File: src/rtl/i2c_pkg.sv
// Shared I2C target definitions: FSM states, ACK levels and R/W bit encodings.
`timescale 1ns/1ps
package i2c_pkg;

  typedef enum logic [3:0] {
    IDLE,
    ADDR,
    ADDR_ACK,
    PTR,
    PTR_ACK,
    WDATA,
    WDATA_ACK,
    RDATA,
    RDATA_ACK,
    WAIT_STOP
  } state_t;

  localparam logic ACK      = 1'b0;
  localparam logic NACK     = 1'b1;
  localparam logic RW_WRITE = 1'b0;
  localparam logic RW_READ  = 1'b1;

endpackage

File: src/rtl/i2c_line_sync.sv
// SCL/SDA synchronizer with edge and START/STOP detection.
// Optional I2C_SLV_GLITCH_FILTER_EN adds a 3-sample consistency filter after the synchronizer.
`timescale 1ns/1ps
module i2c_line_sync (
  input  logic clk,
  input  logic reset,
  input  logic scl_i,
  input  logic sda_i,
  output logic scl_rise,
  output logic scl_fall,
  output logic start_det,
  output logic stop_det,
  output logic sda_s
);

  logic [1:0] scl_meta;
  logic [1:0] sda_meta;
  logic       scl_lvl;
  logic       sda_lvl;
  logic       scl_d;
  logic       sda_d;

  // Reset to the idle-bus level so releasing reset never looks like START/STOP.
  always_ff @(posedge clk or posedge reset) begin
    if (reset) begin
      scl_meta <= '1;
      sda_meta <= '1;
    end else begin
      scl_meta <= {scl_meta[0], scl_i};
      sda_meta <= {sda_meta[0], sda_i};
    end
  end

`ifdef I2C_SLV_GLITCH_FILTER_EN
  logic [1:0] scl_hist;
  logic [1:0] sda_hist;
  logic       scl_f;
  logic       sda_f;

  // Level follows the input only after three consecutive equal samples.
  always_ff @(posedge clk or posedge reset) begin
    if (reset) begin
      scl_hist <= '1;
      sda_hist <= '1;
      scl_f    <= 1'b1;
      sda_f    <= 1'b1;
    end else begin
      scl_hist <= {scl_hist[0], scl_meta[1]};
      sda_hist <= {sda_hist[0], sda_meta[1]};
      if (scl_meta[1] == scl_hist[0] && scl_hist[0] == scl_hist[1]) scl_f <= scl_meta[1];
      if (sda_meta[1] == sda_hist[0] && sda_hist[0] == sda_hist[1]) sda_f <= sda_meta[1];
    end
  end

  assign scl_lvl = scl_f;
  assign sda_lvl = sda_f;
`else
  assign scl_lvl = scl_meta[1];
  assign sda_lvl = sda_meta[1];
`endif

  always_ff @(posedge clk or posedge reset) begin
    if (reset) begin
      scl_d <= 1'b1;
      sda_d <= 1'b1;
    end else begin
      scl_d <= scl_lvl;
      sda_d <= sda_lvl;
    end
  end

  assign scl_rise  = scl_lvl & ~scl_d;
  assign scl_fall  = ~scl_lvl & scl_d;
  assign start_det = scl_lvl & scl_d & sda_d & ~sda_lvl;
  assign stop_det  = scl_lvl & scl_d & ~sda_d & sda_lvl;
  assign sda_s     = sda_lvl;

endmodule

File: src/rtl/i2c_slave_regs.sv
// I2C target exposing a pointer-addressed synchronous register bus.
// Build option I2C_SLV_GLITCH_FILTER_EN enables input glitch filtering in i2c_line_sync.
`timescale 1ns/1ps
module i2c_slave_regs
  import i2c_pkg::*;
#(
  parameter logic [6:0]  SLAVE_ADDR = 7'h50,
  parameter int unsigned PTR_W      = 8
) (
  input  logic             clk,
  input  logic             reset,
  input  logic             scl_i,
  input  logic             sda_i,
  output logic             sda_oe,
  output logic [PTR_W-1:0] reg_addr,
  output logic [7:0]       reg_wdata,
  output logic             reg_wr,
  output logic             reg_rd,
  input  logic [7:0]       reg_rdata,
  output logic             busy
);

  logic       scl_rise;
  logic       scl_fall;
  logic       start_det;
  logic       stop_det;
  logic       sda_s;

  state_t     state;
  state_t     state_next;
  logic [7:0] shift;
  logic [2:0] bit_cnt;
  logic       rw;
  logic [7:0] rx_byte;
  logic       last_bit;
  logic       addr_hit;

  i2c_line_sync u_sync (
    .clk       (clk),
    .reset     (reset),
    .scl_i     (scl_i),
    .sda_i     (sda_i),
    .scl_rise  (scl_rise),
    .scl_fall  (scl_fall),
    .start_det (start_det),
    .stop_det  (stop_det),
    .sda_s     (sda_s)
  );

  assign rx_byte  = {shift[6:0], sda_s};
  assign last_bit = (bit_cnt == 3'd7);
  assign addr_hit = (rx_byte[7:1] == SLAVE_ADDR);

  always_ff @(posedge clk or posedge reset) begin
    if (reset) state <= IDLE;
    else       state <= state_next;
  end

  // In the ACK states sda_oe doubles as the phase flag: 0 = ACK not yet driven.
  always_comb begin
    state_next = state;
    reg_rd     = 1'b0;
    if (stop_det) begin
      state_next = IDLE;
    end else if (start_det) begin
      state_next = ADDR;
    end else begin
      case (state)
        ADDR:      if (scl_rise && last_bit) state_next = addr_hit ? ADDR_ACK : IDLE;
        ADDR_ACK:  if (scl_fall && sda_oe) begin
                     if (rw == RW_WRITE) begin
                       state_next = PTR;
                     end else begin
                       reg_rd     = 1'b1;
                       state_next = RDATA;
                     end
                   end
        PTR:       if (scl_rise && last_bit) state_next = PTR_ACK;
        PTR_ACK,
        WDATA_ACK: if (scl_fall && sda_oe) state_next = WDATA;
        WDATA:     if (scl_rise && last_bit) state_next = WDATA_ACK;
        RDATA:     if (scl_fall && last_bit) state_next = RDATA_ACK;
        RDATA_ACK: if (scl_rise && sda_s == NACK) begin
                     state_next = WAIT_STOP;
                   end else if (scl_fall) begin
                     reg_rd     = 1'b1;
                     state_next = RDATA;
                   end
        default:   ;
      endcase
    end
  end

  always_ff @(posedge clk or posedge reset) begin
    if (reset) begin
      sda_oe    <= 1'b0;
      reg_addr  <= '0;
      reg_wdata <= '0;
      reg_wr    <= 1'b0;
      busy      <= 1'b0;
      shift     <= '0;
      bit_cnt   <= '0;
      rw        <= RW_WRITE;
    end else begin
      reg_wr <= 1'b0;
      if (reg_wr) reg_addr <= reg_addr + PTR_W'(1);

      if (stop_det) begin
        sda_oe  <= 1'b0;
        busy    <= 1'b0;
        bit_cnt <= '0;
      end else if (start_det) begin
        sda_oe  <= 1'b0;
        bit_cnt <= '0;
      end else begin
        case (state)
          ADDR, PTR, WDATA: if (scl_rise) begin
            shift   <= rx_byte;
            bit_cnt <= bit_cnt + 3'd1;
            if (last_bit) begin
              if (state == ADDR) begin
                busy <= addr_hit;
                rw   <= rx_byte[0];
              end
              if (state == PTR) reg_addr <= PTR_W'(rx_byte);
              if (state == WDATA) begin
                reg_wdata <= rx_byte;
                reg_wr    <= 1'b1;
              end
            end
          end
          ADDR_ACK, PTR_ACK, WDATA_ACK: if (scl_fall) begin
            if (!sda_oe) begin
              sda_oe <= ~ACK;
            end else if (state == ADDR_ACK && rw == RW_READ) begin
              shift   <= reg_rdata;
              sda_oe  <= ~reg_rdata[7];
              bit_cnt <= '0;
            end else begin
              sda_oe <= 1'b0;
            end
          end
          RDATA: if (scl_fall) begin
            bit_cnt <= bit_cnt + 3'd1;
            if (last_bit) begin
              sda_oe   <= 1'b0;
              reg_addr <= reg_addr + PTR_W'(1);
            end else begin
              shift  <= {shift[6:0], 1'b0};
              sda_oe <= ~shift[6];
            end
          end
          // Only reachable after an ACK was sampled; NACK leaves on the rising edge.
          RDATA_ACK: if (scl_fall) begin
            shift   <= reg_rdata;
            sda_oe  <= ~reg_rdata[7];
            bit_cnt <= '0;
          end
          default: ;
        endcase
      end
    end
  end

endmodule
File: config.mk
export PLATFORM = sky130hd
export DESIGN_NAME = i2c_slave_regs
export DESIGN_NICKNAME = d
export VERILOG_FILES = /design/src/rtl/i2c_pkg.sv /design/src/rtl/i2c_line_sync.sv /design/src/rtl/i2c_slave_regs.sv
export SDC_FILE = /design/constraint.sdc
export NUM_CORES = 1
export LEC_CHECK = 0
export CORE_UTILIZATION = 42
export CTS_CLUSTER_SIZE = 16
export DETAILED_ROUTE_END_ITERATION = 8
export PLACE_DENSITY = 0.76
export RECOVER_POWER = 100
export SLEW_MARGIN = 20
export SYNTH_ARGS = -nofsm -noshare
export SYNTH_HDL_FRONTEND = slang
export SYNTH_SLANG_ARGS = --single-unit
File: constraint.sdc
create_clock -name clk -period 2.15 [get_ports clk]
set_input_delay 0.43 -clock clk [delete_from_list [all_inputs] [get_ports clk]]
set_output_delay 0.43 -clock clk [all_outputs]
set_load 0.05 [all_outputs]
After elaboration in Yosys (flattened, before gate mapping)
Cells that the tools add are included.

storage, ports and cells
  flip-flop bits (word level) = 40
  input port bits = 12
  word-level logic and storage cells = 151

operators by class
  add/subtract/negate cells = 2
  eq/ne operators = 31
  muxes and demuxes = 67
  bitwise logic cells = 15
  reduce and logical (&&, ||, !) cells = 23

operators by type and width
  cell                 count
  $mux 8               8
  $mux 7               7
  $ne 4x4->1 const B   12
  $mux 4               10
  $pmux 4 s7           1
  $pmux 7 s4           1
  $mux 3               9
  $mux 1               26
  $eq 4x3->1 const B   4
  $pmux 8 s2           1
  $ne 2x2->1 const B   7
  $pmux 3 s4           1
  $reduce_and 6->1     2
  $reduce_and 10->1    1
  $reduce_bool 9->1    1
  $add 8x1->8 const B  1
  $eq 4x2->1 const B   2
  $not 1->1            8
  $reduce_and 8->1     1
  $reduce_bool 2->1    4
  $and 1x1->1          7
  $eq 7x7->1 const B   1
  $reduce_and 7->1     1
  $reduce_bool 6->1    1
  other kinds (16)     21

Longest topological paths before layout
  depth in word-level cells = 8
  gate-level depth with buffers = 7
  mapped depth without buffers = 7

Cells and area by module
A second synthesis with hierarchy kept.

unflattened totals
  cells, all modules = 227
  area total of the unflattened synthesis = 2334.7 um2

by module, submodules not included
  module          instances  cells an instance  area an instance (um2)
  i2c_slave_regs  1          216                2140.8
  i2c_line_sync   1          11                 193.9

Worst setup path before layout
No wires, ideal clock.

  kind = reg-to-output
  start = register state[1]
  end = output reg_rd
  arrival = 2.345 ns
  data required time = 1.720 ns
  setup slack = -0.625 ns
  cell stages (with the launch flop) = 6
  buffers on the path = 2
  path through = dfrtp_1 -> buf_6 -> buf_2 -> nor2b_1 -> a31oi_1 -> nor4_1

between the ends
  word-level cells in the longest chain between the ends = 4

RTL lines
  element                                   RTL line              source
  start: declaration                        i2c_slave_regs.sv:29  state_t state;
  start signal: assignment                  i2c_slave_regs.sv:56  else state <= state_next;
  $eq 4x4->1 or $eq 4x2->1 (tied branches)  i2c_slave_regs.sv:68  case (state)
  $pmux 1 s2 *                              i2c_slave_regs.sv:68
  $mux 1 *                                  i2c_slave_regs.sv:65  end else if (start_det) begin
  $mux 1 *                                  i2c_slave_regs.sv:63  if (stop_det) begin
  end: declaration                          i2c_slave_regs.sv:18  output logic reg_rd,

Mark *: on every way between the ends. The rest lies on a longest branch, timed or not.

Final worst setup path
  start = register reg_addr[5]
  end = output reg_addr[5]

RTL lines
  element                   RTL line               source
  start: declaration        i2c_slave_regs.sv:15   output logic [PTR_W-1:0] reg_addr,
  start signal: assignment  i2c_slave_regs.sv:106  if (reg_wr) reg_addr <= reg_addr + PTR_W'(1);
  start signal: assignment  i2c_slave_regs.sv:125  if (state == PTR) reg_addr <= PTR_W'(rx_byte);
  start signal: assignment  i2c_slave_regs.sv:147  reg_addr <= reg_addr + PTR_W'(1);

No word-level cell between the ends.

==> results summary <==
The routed layout has around 2000 vias. The antenna violation net count after detailed routing came out at 0. The post-synth net total came out at 250.

The routed design could run at a clock period as short as 2.06 ns. The standard cell with the maximum stage delay on the critical path is sky130_fd_sc_hd__dlygate4sd3_1. The register area share after synthesis is between 40% and 50%. The number of enable flip-flop cells after synthesis is 0. Final hold analysis gives a worst-case slack of roughly 0.36 ns. Port buffering added 31 buffers. No sink is reached through more buffers than the 2 on the longest clock path.

The buffer count from post-CTS setup fixing is 0. The horizontal die dimension is 76.5 µm. The maximum frequency from static timing analysis is around 480 MHz. The max-slew headroom at the worst pin came out at approximately a third. The per-cell routed wire length came out at 15.7 µm.

The net total in the final layout came out at 300. The number of antenna violations at the first check in global routing was 0. The total count of hold-check failures in the final report came out at 0. The count of different cell masters after synthesis came out at 60.

The worst path arrival time is 1.63 ns. At the pin with the least slew margin, the transition time is 0.994 ns. The number of cells upsized or downsized after cts is 0.

The area growth from synthesis to layout came out at 25.7%. The routability congestion estimate is 0.916. Between clock sinks in the finished design, the worst skew comes to 0.00867 ns. Global routing used roughly a fifth of the available tracks. The count of unresolved DRC violations after routing came out at 0. The Yosys step of the flow raised 0 warnings. The cell count after synthesis came out at 235.

VDD sags by at most 0.000570 V. The clock transition at the registers of the reported paths is around 0.08 ns. Dividing total power by cell area gives a power density of ~1000 mW/mm². The final cell count without fillers is 356. The count of hold-fix buffers inserted at cts came out at 0.

After routing, the total negative slack on setup checks comes to 0 ns. After synthesis, the share of flip-flops with an asynchronous set or reset is 100%. Measured on the finished design, the core utilization comes to 56.0%. The switching power total is approximately 0.0012 W.

The number of placed cells counting well taps is 348. The area of the die came out at 0.00586 mm². The min-delay analysis places its worst path in the category reg -> reg. In this run the clock root is driven by a sky130_fd_sc_hd__clkbuf_8. The number of buffer and inverter stages on the critical path came out at 1. Summing internal, switching and leakage power gives 0.00297 W. The final max-slew violation count came to 0.

Dividing the final minimum period by the clock period gives 95.9%. In this run, synthesis produced a sequential element count of 40. In the synthesized netlist the dominant register cell turns out to be sky130_fd_sc_hd__dfrtp_1.

For this run, the detailed router's first-pass iteration total came to 4. The share of total power in the clock network is 16.8%. Global routing finished with a remaining overflow of 0. The number of DRC violations after detailed-routing iteration 0 is 220.

The core region is 0.00524 mm². The height of the die is 76.5 µm. Setup repair after global routing left no endpoint under its margin.

The switching power as a share of total power is 38.9%. Internal power comes to approximately 0.0018 W. The number of buffers created by CTS is 5. After floorplanning, the core was divided into 26 placement rows. 32 I/O pins were placed.

For this configuration, the core starts out at a cell density of about 45%. The total of max-cap violations came out at 0. In this run the mean area of a mapped cell was 9.93 µm². The number of antenna diodes in the final layout is 0. After detailed routing, the number of vias per cell comes to 5.71. In the final layout, the share of cells above drive strength 1 is 21.3%. The routed wire length came out at 5600 µm.

TritonCTS built the clock tree. The total half-perimeter wirelength after legalization and detailed placement is 4220 µm. The flow ran to the end, and the final reports show no timing, DRC or antenna violations.

The number of sinks driven by the clock tree is 40. The top fanout value on the critical path is 5. Setup violations remaining at the end of the flow were counted as 0. The clock network latency to the later pin of the worst-skew pair is 0.29 ns.

The kind of cell with the highest combined delay along the critical path is buffers and inverters. The synthesized area came out at 0.00233 mm². The global-route wire length before repair came out at 9810 µm. The worst setup path is launched from a register. The delay contributed by the slowest stage of the critical path came out at ~0.9 ns. The analysis attributes to cell leakage a power of 1.31 nW. The number of levels in the clock H-tree came out at 2. The portion of total power attributed to combinational logic came out at ~47%. The worst setup path is captured at an output pin. Walking the worst path, the cells encountered are dlygate4sd3_1. The data required time at the worst endpoint is approximately 1.7 ns.

The via count of the first global-routing pass is 2013. The fraction of power consumed by sequential logic is 36.0%. The critical path in this run is classified as reg -> out. The largest net degree at the start of global routing came out at 41.
flip-flops by register name (all words and copies together), names as in the netlist:
signal / count
reg_addr: 8
rw: 1
u_sync.sda_meta: 2
sda_oe: 1
busy: 1
u_sync.sda_d: 1
shift: 7
reg_wdata: 8
reg_wr: 1
bit_cnt: 3
state: 4
u_sync.scl_meta: 2
u_sync.scl_d: 1
cell type report:
class	count	area, µm²
clock inverter	1	8.76
clock buffer	7	76.3
sequential	40	1010
fill	463	2300
timing repair buffer	55	490
tap	70	87.6
inverter	8	30.0
multi-input combinational	175	1230
cell usage in the layout (no fill, tap or decap), types with 6 or more instances in the layout:
cell and count:
sky130_fd_sc_hd__buf_4 21, sky130_fd_sc_hd__a31oi_1 6, sky130_fd_sc_hd__dlygate4sd3_1 21, sky130_fd_sc_hd__nor3_1 6, sky130_fd_sc_hd__inv_1 8, sky130_fd_sc_hd__mux2_1 7
sky130_fd_sc_hd__dfrtp_1 33, sky130_fd_sc_hd__nand2_1 23, sky130_fd_sc_hd__clkdlybuf4s50_1 9, sky130_fd_sc_hd__nor2_1 8, sky130_fd_sc_hd__a21oi_1 19, sky130_fd_sc_hd__mux2_2 15
sky130_fd_sc_hd__nand2b_1 7, sky130_fd_sc_hd__o21ai_0 12, sky130_fd_sc_hd__dfstp_2 6
cell usage after synthesis (2+ instances only):
library cell | n | area share, %
sky130_fd_sc_hd__nand2b_1 | 7 | 1.9
sky130_fd_sc_hd__and2_1 | 2 | 0.54
sky130_fd_sc_hd__ha_1 | 3 | 1.6
sky130_fd_sc_hd__clkbuf_1 | 2 | 0.32
sky130_fd_sc_hd__buf_6 | 2 | 0.97
sky130_fd_sc_hd__nand2_1 | 23 | 3.7
sky130_fd_sc_hd__mux2_2 | 15 | 7.2
sky130_fd_sc_hd__a22oi_1 | 3 | 0.97
sky130_fd_sc_hd__inv_1 | 8 | 1.3
sky130_fd_sc_hd__dfstp_2 | 6 | 6.8
sky130_fd_sc_hd__mux2_1 | 7 | 3.4
sky130_fd_sc_hd__nor2b_1 | 4 | 1.1
sky130_fd_sc_hd__a31oi_1 | 6 | 1.6
sky130_fd_sc_hd__o21ai_0 | 12 | 2.6
sky130_fd_sc_hd__and3_1 | 2 | 0.54
sky130_fd_sc_hd__nor2_1 | 8 | 1.3
sky130_fd_sc_hd__dfrtp_1 | 34 | 36
sky130_fd_sc_hd__a32o_1 | 2 | 0.86
sky130_fd_sc_hd__nand3b_1 | 4 | 1.3
sky130_fd_sc_hd__buf_2 | 7 | 1.5
sky130_fd_sc_hd__o31ai_1 | 3 | 0.97
sky130_fd_sc_hd__a211oi_1 | 3 | 0.97
sky130_fd_sc_hd__or4_1 | 2 | 0.64
sky130_fd_sc_hd__xnor2_1 | 2 | 0.75
sky130_fd_sc_hd__or3b_2 | 2 | 0.75
sky130_fd_sc_hd__xor2_1 | 2 | 0.75
sky130_fd_sc_hd__nor3_1 | 6 | 1.3
sky130_fd_sc_hd__and4_1 | 2 | 0.75
sky130_fd_sc_hd__o22ai_1 | 2 | 0.54
sky130_fd_sc_hd__o21bai_1 | 2 | 0.64
sky130_fd_sc_hd__a21oi_1 | 19 | 4.1
sky130_fd_sc_hd__nand3_1 | 5 | 1.1
power groups by stage:
stage / combinational [W] / clock (W) / sequential, W
floorplan: 0.00100 / 0 / 0.00102
global placement: 0.00142 / 0 / 0.00107
detailed placement: 0.00141 / 0 / 0.00108
CTS: 0.00142 / 0.000521 / 0.00106
global route: 0.00154 / 0.000544 / 0.00109
finish: 0.00140 / 0.000500 / 0.00107
per-layer routing:
layer / GRT usage [%] / routed length (µm)
met3: 2.99 / 321
met1: 29.8 / 2580
met5: 0 / 0
met4: 9.81 / 146
met2: 31.8 / 2550
final timing paths:
kind                                    start                 end  slack, ns  depth (start not counted)
max                               reg_addr[5]         reg_addr[5]       0.09                          1
min                        u_sync.scl_meta[0]  u_sync.scl_meta[1]       0.36                          0
max reg2reg                          state[0]            shift[1]       0.09                          5
min reg2reg                u_sync.scl_meta[0]  u_sync.scl_meta[1]       0.36                          0
max in group asynchronous               reset            state[3]       0.60                          3
min in group asynchronous               reset            state[0]       0.88                          3
cells by family after synthesis:
kind of cell	share of synthesized area [%]
simple gates	19.1
compound gates	18.7
flops	43.2
mux	11.7
buf+inv	4.24
xor+xnor	1.50
fa+ha+maj	1.61
through the flow:
stage	cell area (µm²)	setup WS (ns)
3_5_place_dp	2870	0.0922
3_3_place_gp	2870	0.138
2_1_floorplan	2350	0.0936
5_1_grt	2930	0.00596
6_report	2930	0.0879
4_1_cts	2950	0.0405
Note: power is estimated with default switching activity, not from simulation.
